File: src/rtl/dump_pkg.sv
// Shared types for the register-dump block: FSM state encoding and the beat payload.
package dump_pkg;

   localparam int unsigned DUMP_DATA_W = 32;
   localparam int unsigned DUMP_ADDR_W = 5;

   typedef enum logic [1:0] {IDLE, READ, CAPT, SEND} dump_state_t;

   typedef struct packed {
      logic [DUMP_ADDR_W-1:0] index;
      logic [DUMP_DATA_W-1:0] data;
      logic                   last;
   } dump_beat_t;

endpackage

File: src/rtl/reg_dump_unit_edge.sv
// Armed rising-edge detector; a level that is already high out of reset must drop
// low before a rise counts. Also used for the core's start/communication strobes.
module end_edge_detect (
   input  logic clock,
   input  logic reset,
   input  logic level_in,
   input  logic clear_in,
   output logic rise_out
);

   logic level_q;
   logic armed_q;

   // A low level re-arms; set wins over clear in the same cycle.
   always_ff @(posedge clock) begin
      if (reset) begin
         level_q <= 1'b0;
         armed_q <= 1'b0;
      end else begin
         level_q <= level_in;
         if (!level_in) begin
            armed_q <= 1'b1;
         end else if (clear_in) begin
            armed_q <= 1'b0;
         end
      end
   end

   // Combinational so the FSM can leave IDLE on the trigger cycle itself.
   always_comb begin
      rise_out = armed_q & level_in & ~level_q;
   end

endmodule

File: src/rtl/reg_dump_unit.sv
// Dumps registers FIRST_REG..LAST_REG after the core's end strobe rises, one
// {index, value} beat at a time under valid/ready.
module reg_dump_unit
   import dump_pkg::*;
#(
   parameter int unsigned DATA_W    = 32,
   parameter int unsigned ADDR_W    = 5,
   parameter int unsigned FIRST_REG = 0,
   parameter int unsigned LAST_REG  = 31
) (
   input  logic              clock,
   input  logic              reset,
   input  logic              end_signal_in,
   output logic              rf_read_en_out,
   output logic [ADDR_W-1:0] rf_read_addr_out,
   input  logic [DATA_W-1:0] rf_read_data_in,
   output logic              dump_valid_out,
   input  logic              dump_ready_in,
   output logic [ADDR_W-1:0] dump_index_out,
   output logic [DATA_W-1:0] dump_data_out,
   output logic              dump_last_out,
   output logic              busy_out,
   output logic              done_out
);

   localparam logic [ADDR_W-1:0] FIRST_IDX = ADDR_W'(FIRST_REG);
   localparam logic [ADDR_W-1:0] LAST_IDX  = ADDR_W'(LAST_REG);

   dump_state_t       state_q;
   dump_state_t       state_d;
   logic [ADDR_W-1:0] idx_q;
   logic [ADDR_W-1:0] idx_d;
   logic              trigger;
   logic              clear_armed;

   logic              rd_en_d;
   logic [ADDR_W-1:0] rd_addr_d;
   logic              valid_d;
   logic [ADDR_W-1:0] index_d;
   logic [DATA_W-1:0] data_d;
   logic              last_d;
   logic              done_d;

   end_edge_detect u_end_edge (
      .clock    (clock),
      .reset    (reset),
      .level_in (end_signal_in),
      .clear_in (clear_armed),
      .rise_out (trigger)
   );

   // State and index registers.
   always_ff @(posedge clock) begin
      if (reset) begin
         state_q <= IDLE;
         idx_q   <= FIRST_IDX;
      end else begin
         state_q <= state_d;
         idx_q   <= idx_d;
      end
   end

   // Next state plus next values of every registered output.
   always_comb begin
      state_d     = state_q;
      idx_d       = idx_q;
      clear_armed = 1'b0;
      rd_en_d     = 1'b0;
      rd_addr_d   = rf_read_addr_out;
      valid_d     = dump_valid_out;
      index_d     = dump_index_out;
      data_d      = dump_data_out;
      last_d      = dump_last_out;
      done_d      = done_out;

      case (state_q)
         IDLE: begin
            if (trigger) begin
               done_d    = 1'b0;
               idx_d     = FIRST_IDX;
               rd_en_d   = 1'b1;
               rd_addr_d = FIRST_IDX;
               state_d   = READ;
            end
         end
         READ: begin
            state_d = CAPT;
         end
         CAPT: begin
            data_d  = rf_read_data_in;
            index_d = idx_q;
            last_d  = (idx_q == LAST_IDX);
            valid_d = 1'b1;
            state_d = SEND;
         end
         SEND: begin
            if (dump_valid_out && dump_ready_in) begin
               valid_d = 1'b0;
               if (dump_last_out) begin
                  done_d      = 1'b1;
                  clear_armed = 1'b1;
                  state_d     = IDLE;
               end else begin
                  idx_d     = idx_q + ADDR_W'(1);
                  rd_en_d   = 1'b1;
                  rd_addr_d = idx_q + ADDR_W'(1);
                  state_d   = READ;
               end
            end
         end
         default: begin
            state_d = IDLE;
         end
      endcase
   end

   // Output register; busy follows the state being entered so it lines up with it.
   always_ff @(posedge clock) begin
      if (reset) begin
         rf_read_en_out   <= 1'b0;
         rf_read_addr_out <= '0;
         dump_valid_out   <= 1'b0;
         dump_index_out   <= '0;
         dump_data_out    <= '0;
         dump_last_out    <= 1'b0;
         busy_out         <= 1'b0;
         done_out         <= 1'b0;
      end else begin
         rf_read_en_out   <= rd_en_d;
         rf_read_addr_out <= rd_addr_d;
         dump_valid_out   <= valid_d;
         dump_index_out   <= index_d;
         dump_data_out    <= data_d;
         dump_last_out    <= last_d;
         busy_out         <= (state_d != IDLE);
         done_out         <= done_d;
      end
   end

endmodule

File: config.mk
export PLATFORM = sky130hd
export DESIGN_NAME = reg_dump_unit
export DESIGN_NICKNAME = d
export VERILOG_FILES = /design/src/rtl/dump_pkg.sv /design/src/rtl/reg_dump_unit_edge.sv /design/src/rtl/reg_dump_unit.sv
export SDC_FILE = /design/constraint.sdc
export NUM_CORES = 1
export LEC_CHECK = 0
export ABC_AREA = 1
export CAP_MARGIN = 15
export CORE_ASPECT_RATIO = 1.5
export CORE_MARGIN = 2
export CORE_UTILIZATION = 33
export CTS_CLUSTER_DIAMETER = 80
export DETAILED_ROUTE_END_ITERATION = 10
export GPL_TIMING_DRIVEN = 0
export SLEW_MARGIN = 20
export SYNTH_ARGS = -nofsm -noshare
export SYNTH_HDL_FRONTEND = slang
export SYNTH_SLANG_ARGS = --single-unit
File: constraint.sdc
create_clock -name clock -period 1.52 [get_ports clock]
set_input_delay 0.304 -clock clock [delete_from_list [all_inputs] [get_ports clock]]
set_output_delay 0.304 -clock clock [all_outputs]
set_load 0.005 [all_outputs]
Word level (Yosys, flattened, before mapping)
Index checks and enable logic that the tools add are counted.
{"block": "word_totals", "register_bits": 51}
{"block": "op_classes", "add_sub_neg": 1, "eq_ne": 9, "n_mux": 23, "n_bitwise": 3, "n_reduce_logical": 8}
{"operator": "2-to-1 mux 5 bit", "n": 3}
{"operator": "2-to-1 mux 1 bit", "n": 13}
{"operator": "one-hot mux 5 bit (2 select lines)", "n": 1}
{"operator": "inequality test 2 bit (second input constant)", "n": 4}
{"operator": "one-hot mux 2 bit (4 select lines)", "n": 1}
{"operator": "AND reduction 4 bit", "n": 2}
{"operator": "one-hot mux 1 bit (2 select lines)", "n": 3}
{"operator": "nonzero test 2 bit", "n": 3}
{"operator": "adder 5 x 1 -> 5 bit (second input constant)", "n": 1}
{"operator": "equality test 5 bit (second input constant)", "n": 1}
{"operator": "equality test 2 bit (second input constant)", "n": 2}
{"operator": "2-to-1 mux 2 bit", "n": 2}
{"operator": "bitwise AND 1 bit", "n": 2}
{"operator": "equality test 2 x 1 -> 1 bit (second input constant)", "n": 1}
{"operator": "zero test 2 bit", "n": 1}
{"operator": "inequality test 2 x 1 -> 1 bit (second input constant)", "n": 1}
{"operator": "AND reduction 2 bit", "n": 1}
{"operator": "logical AND 1 bit", "n": 1}
{"operator": "inverter 1 bit", "n": 1}

Longest topological paths before layout
{"block": "depth", "word_depth": 5, "depth_mapped": 7, "mapped_depth_nobuf": 7}

Hierarchy
A second synthesis with hierarchy kept.
{"block": "unflattened", "cells_unflattened": 255, "area_unflattened_um2": 1958.1}
{"module": "reg_dump_unit", "instances": 1, "cells_per_inst": 246, "area_each_um2": 1890.6, "seq_area_each_um2": 980.9}
{"module": "end_edge_detect", "instances": 1, "cells_per_inst": 9, "area_each_um2": 67.6, "seq_area_each_um2": 40.0}

Worst setup path before layout
No wires, ideal clock.
{"block": "synth_timing", "path_kind": "register to register", "startpoint": "register state_q[0]", "endpoint": "register rf_read_addr_out[0]", "setup_ns": 0.114, "arrival_ns": 1.161, "slack_ns": 0.245, "path_stages_with_launch": 7, "path_buffers": 0, "path_cell_list": "dfxtp_1 -> inv_1 -> ha_1 -> a21oi_4 -> nand3_4 -> a21oi_1 -> nor2_1"}
{"block": "synth_between", "elab_chain_cells": 3, "word_cells_on_any_way": 8, "cone_classes": "eq/ne (4); mux (1); reduce/logical (3)"}
{"item": "start: declaration", "line_no": "reg_dump_unit.sv:29", "source": "dump_state_t state_q;"}
{"item": "start signal: assignment", "line_no": "reg_dump_unit.sv:58", "source": "state_q <= state_d;"}
{"item": "equality test 2 bit / zero test 2 bit (equally long branches)", "line_no": "reg_dump_unit.sv:76", "source": "case (state_q)"}
{"item": "inequality test 2 bit (no source line) / nonzero test 2 bit (equally long branches)"}
{"item": "AND reduction 4 bit (no source line)"}
{"item": "end signal: assignment", "line_no": "reg_dump_unit.sv:130", "source": "rf_read_addr_out <= rd_addr_d;"}
{"item": "end: declaration", "line_no": "reg_dump_unit.sv:15", "source": "output logic [ADDR_W-1:0] rf_read_addr_out,"}
Parallel ways exist; a longest one is shown, timed or not.
A chain may end at the register's enable or synchronous reset.

Worst setup path in the final report
{"block": "layout_timing", "startpoint": "register dump_last_out", "endpoint": "output port dump_last_out"}
{"item": "start: declaration", "line_no": "reg_dump_unit.sv:21", "source": "output logic dump_last_out,"}
{"item": "start signal: assignment", "line_no": "reg_dump_unit.sv:134", "source": "dump_last_out <= last_d;"}
No word-level cell between the ends.

==> results.md <==
Outcome:
- The flow ran to the end, and the final reports show no timing, DRC or antenna violations.

Yosys:
- A synthesized cell averages 7.84 um2.
- Counting every net in the synthesized netlist gives roughly 290.
- The number of storage elements in the synthesis netlist is slightly above 50.
- The post-synthesis cell area is 1970 um2.
- Sequential elements use 51.9% of the synthesized area.
- The unique cell type count in the Yosys netlist is 21.
- Synthesis produced approximately 250 cells.
- The number of warnings printed during yosys synthesis is 0.

Floorplan:
- The die covers between 6000 and 7000 um2.
- The floorplan step set the die width to 67.1 um.
- Once the floorplan was initialized, standard cells occupied roughly 34% of the core.
- The count of pins on the block boundary is 83.
- Row generation in the floorplan step produced 34 rows.
- Measured along the y axis, the die boundary spans approximately 100 um.
- The area of the placeable core is a little under 6000 um2.

Worst setup path:
- Broken down by cell family, the worst path's largest delay share belongs to buffers and inverters.
- The startpoint-to-endpoint class of the critical path is flop to primary output.
- Traced cell by cell, the critical path runs through clkdlybuf4s50_1.
- The maximum fanout along the worst path is 4.
- STA puts the critical path data required time at between 1 and 1.5 ns.
- At the worst endpoint, the arrival time is ~1.2 ns.
- The count of cell instances traversed by the critical path is 1.
- The largest individual stage delay along the critical path comes from the cell sky130_fd_sc_hd__clkdlybuf4s50_1.
- The longest individual stage delay on the worst path is approximately 0.5 ns.
- The critical path startpoint category is a flop.
- The worst register-to-register path has a depth of 7.
- STA classifies the critical path endpoint as a primary output.
- The combined buffer and inverter count along the critical path is 1.

Clocking:
- In this run the clock root is driven by a sky130_fd_sc_hd__clkbuf_8.
- The clock tree from TritonCTS is built.
- The source-to-sink clock delay at the later pin of the worst-skew pair is around 0.3 ns.
- Buffers inserted during clock tree synthesis total 5.
- The CTS clock-pin slew for the worst setup and hold paths is roughly 0.09 ns.
- The longest clock path from root to sink contains 2 buffers.
- The number of clock sinks is 51.
- The number of H-tree levels is 2.

Power and ir drop:
- Of the total power, the share spent switching nets is around a third.
- The sequential group share of total power is between 30% and 40%.
- The portion of total power attributed to combinational logic is between 40% and 50%.
- The analysis attributes to cell leakage a power of around 1.3 nW.
- The power density relative to cell area is between 1500 and 2000 nW/um2.
- The clock power share is between 10% and 20%.
- The internal power is around 3.4 mW.
- Summing internal, switching and leakage power gives 5.19 mW.
- Summed over all nets, the switching power comes to approximately 1.8 mW.
- The largest vdd supply drop is roughly 0.7 mV.

Global routing:
- The total congestion overflow is 0.
- The wire length of the first global-routing pass is 8.58 mm.
- The initial antenna violation count was 0.
- The number of global-route vias before repair is ~1900.
- The pin count of the biggest net entering global routing is 15.
- Global routing consumed, over all layers together, 16.6% of the routing resources.

Placement:
- In this run the tool buffered the top-level ports with 82 buffer cells.
- In this run the cell area measured after placement is ~2900 um2.
- Counting tap cells, the placed design contains a total of 405 instances.
- The weighted congestion reported at the end of routability-driven placement is between 0.7 and 0.8.
- The worst setup slack before clock tree synthesis is -0.138 ns.
- Summed over all nets, the half-perimeter wirelength after detailed placement is approximately 3.8 mm.

Timing:
- The worst max-slew margin expressed relative to the limit is approximately 81%.
- The clock period minus worst slack is between 1 and 1.5 ns.
- The number of hold violations in the final report is 0.
- The final-report max-slew violation count came to 0.
- The highest achievable clock rate is about 680 MHz.
- The setup slack of the critical path after layout is about 0.04 ns.
- The count of final setup violators is 0.
- The share of the cycle needed by the critical path after routing is 97.4%.
- Setup repair after global routing left no endpoint under its margin.
- The transition time at the pin with the least slew margin is between 0.2 and 0.3 ns.
- Final hold analysis gives a worst-case slack of ~0.48 ns.
- The summed negative setup slack over all endpoints is 0 ns.
- Clock skew on the completed layout was measured at ~0.0064 ns.

Detailed routing:
- The count of TritonRoute iterations in the first routing pass is 4.
- The total number of vias is 1910.
- Summed over all layers, the routed wires come to about 5.2 mm.
- The number of design-rule violations left by the first detailed-router iteration is 130.
- The routed length per instance is 12.6 um.
- In the routed design, unresolved DRC markers number 0.
- The number of vias per cell after detailed routing is about 4.6.
- Once detail routing completed, the nets flagged for antenna violations numbered 0.

Worst hold path:
- The worst hold path was traced through 2 stages.
- The type of the most critical hold path is flop to flop.

Job:
- Max-cap violations in this run came to 0.

Cells and area:
- Excluding fillers, the count of instances in the completed layout stands at ~410.
- The repair_antennas step left the layout with diodes totalling 0.
- Cells with a size suffix above 1 make up about a tenth of the layout.
- Summing all non-filler instances in the final layout gives an area of roughly 3000 um2.
- The layout has approximately 600 filler cells.
- The final core area utilization is 52.0%.
- For this run, the post-layout net count is 382.
- Relative to the synthesized area, the layout overhead comes to 52.8%.
[placed cells by master (no fill, tap or decap), types with 2 or more instances in the layout]
master | netlist | routed
sky130_fd_sc_hd__clkdlybuf4s50_1 | 0 | 82
sky130_fd_sc_hd__nor2_1 | 79 | 79
sky130_fd_sc_hd__dfxtp_1 | 51 | 44
sky130_fd_sc_hd__o21ai_0 | 42 | 42
sky130_fd_sc_hd__nand2_1 | 16 | 16
sky130_fd_sc_hd__a21oi_1 | 14 | 14
sky130_fd_sc_hd__inv_1 | 13 | 12
sky130_fd_sc_hd__buf_2 | 8 | 8
sky130_fd_sc_hd__nand4_1 | 5 | 5
sky130_fd_sc_hd__clkbuf_8 | 0 | 5
sky130_fd_sc_hd__ha_1 | 5 | 4
sky130_fd_sc_hd__dfxtp_4 | 0 | 4
sky130_fd_sc_hd__nand3_1 | 3 | 3
sky130_fd_sc_hd__buf_4 | 2 | 3
sky130_fd_sc_hd__dfxtp_2 | 0 | 3
sky130_fd_sc_hd__inv_2 | 1 | 2
sky130_fd_sc_hd__clkinv_2 | 0 | 2
sky130_fd_sc_hd__clkbuf_2 | 0 | 2
sky130_fd_sc_hd__nor3_1 | 3 | 2
sky130_fd_sc_hd__clkbuf_1 | 2 | 2
[timing repair]
item,in CTS,in global routing
resized for setup,6,13
pin swaps,0,0
endpoints found under the setup margin,5,28
setup buffers,0,1
hold buffers,0,0
[sequential cells by signal (all words and copies together), names as in the netlist, 2 cells and up]
register and cells:
state_q 2, dump_data_out 32, dump_index_out 5, rf_read_addr_out 5
[metal layers]
| layer | track usage [%] | share of wire [%] |
|---|---|---|
| met1 | 19.1 | 41 |
| met3 | 3.88 | 5.4 |
| met2 | 28.5 | 52 |
| met5 | 0 | 0 |
| met4 | 7.22 | 2.2 |
[synthesized netlist by cell type (all sizes together)]
cell type,count,share of area [%]
inv,14,2.7
ha,5,3.2
nand2,18,3.9
nand4,5,1.6
nor3,3,0.76
a21oi,15,4.4
dfxtp,51,52
nand3,4,1.7
clkbuf,2,0.38
clkinv,1,0.19
buf,11,3.4
o21ai,43,11
nor2,79,15
[cell type report]
type                       instances  area (um2)  area share, %
sequential                        51        1040           34.6
multi-input combinational        172         835           27.7
timing repair buffer              83         828           27.5
tap                               72        90.1           3.00
clock buffer                       7        76.3           2.54
buffer                            13        76.3           2.54
inverter                          15        57.6           1.91
clock inverter                     1        5.00          0.166
[worst paths after layout]
path                                    start          endpoint  slack [ns]
worst max-delay path            dump_last_out     dump_last_out        0.04
worst min-delay path                 done_out          done_out        0.48
worst max register to register     state_q[0]  dump_data_out[8]        0.15
worst min register to register       done_out          done_out        0.48
[cell families (layout without fill, tap and decap cells)]
| group | Yosys count | in the layout | synth area share [%] |
|---|---|---|---|
| buffers and inverters | 28 | 119 | 6.61 |
| adder cells (fa/ha/maj) | 5 | 5 | 3.18 |
| AND/OR/NAND/NOR | 109 | 109 | 23.0 |
| flip-flops | 51 | 51 | 51.9 |
| AO/OA/AOI/OAI | 58 | 58 | 15.3 |
[power groups by stage]
stage	sequential, mW	combinational (mW)	clock (mW)
detailed placement	2.05	2.33	0
finish	2.04	2.40	0.752
CTS	2.03	2.35	0.786
global route	2.11	2.70	0.830
global placement	2.04	2.30	0
floorplan	2.06	1.11	0
No activity file was read; power rests on OpenSTA's default activity.
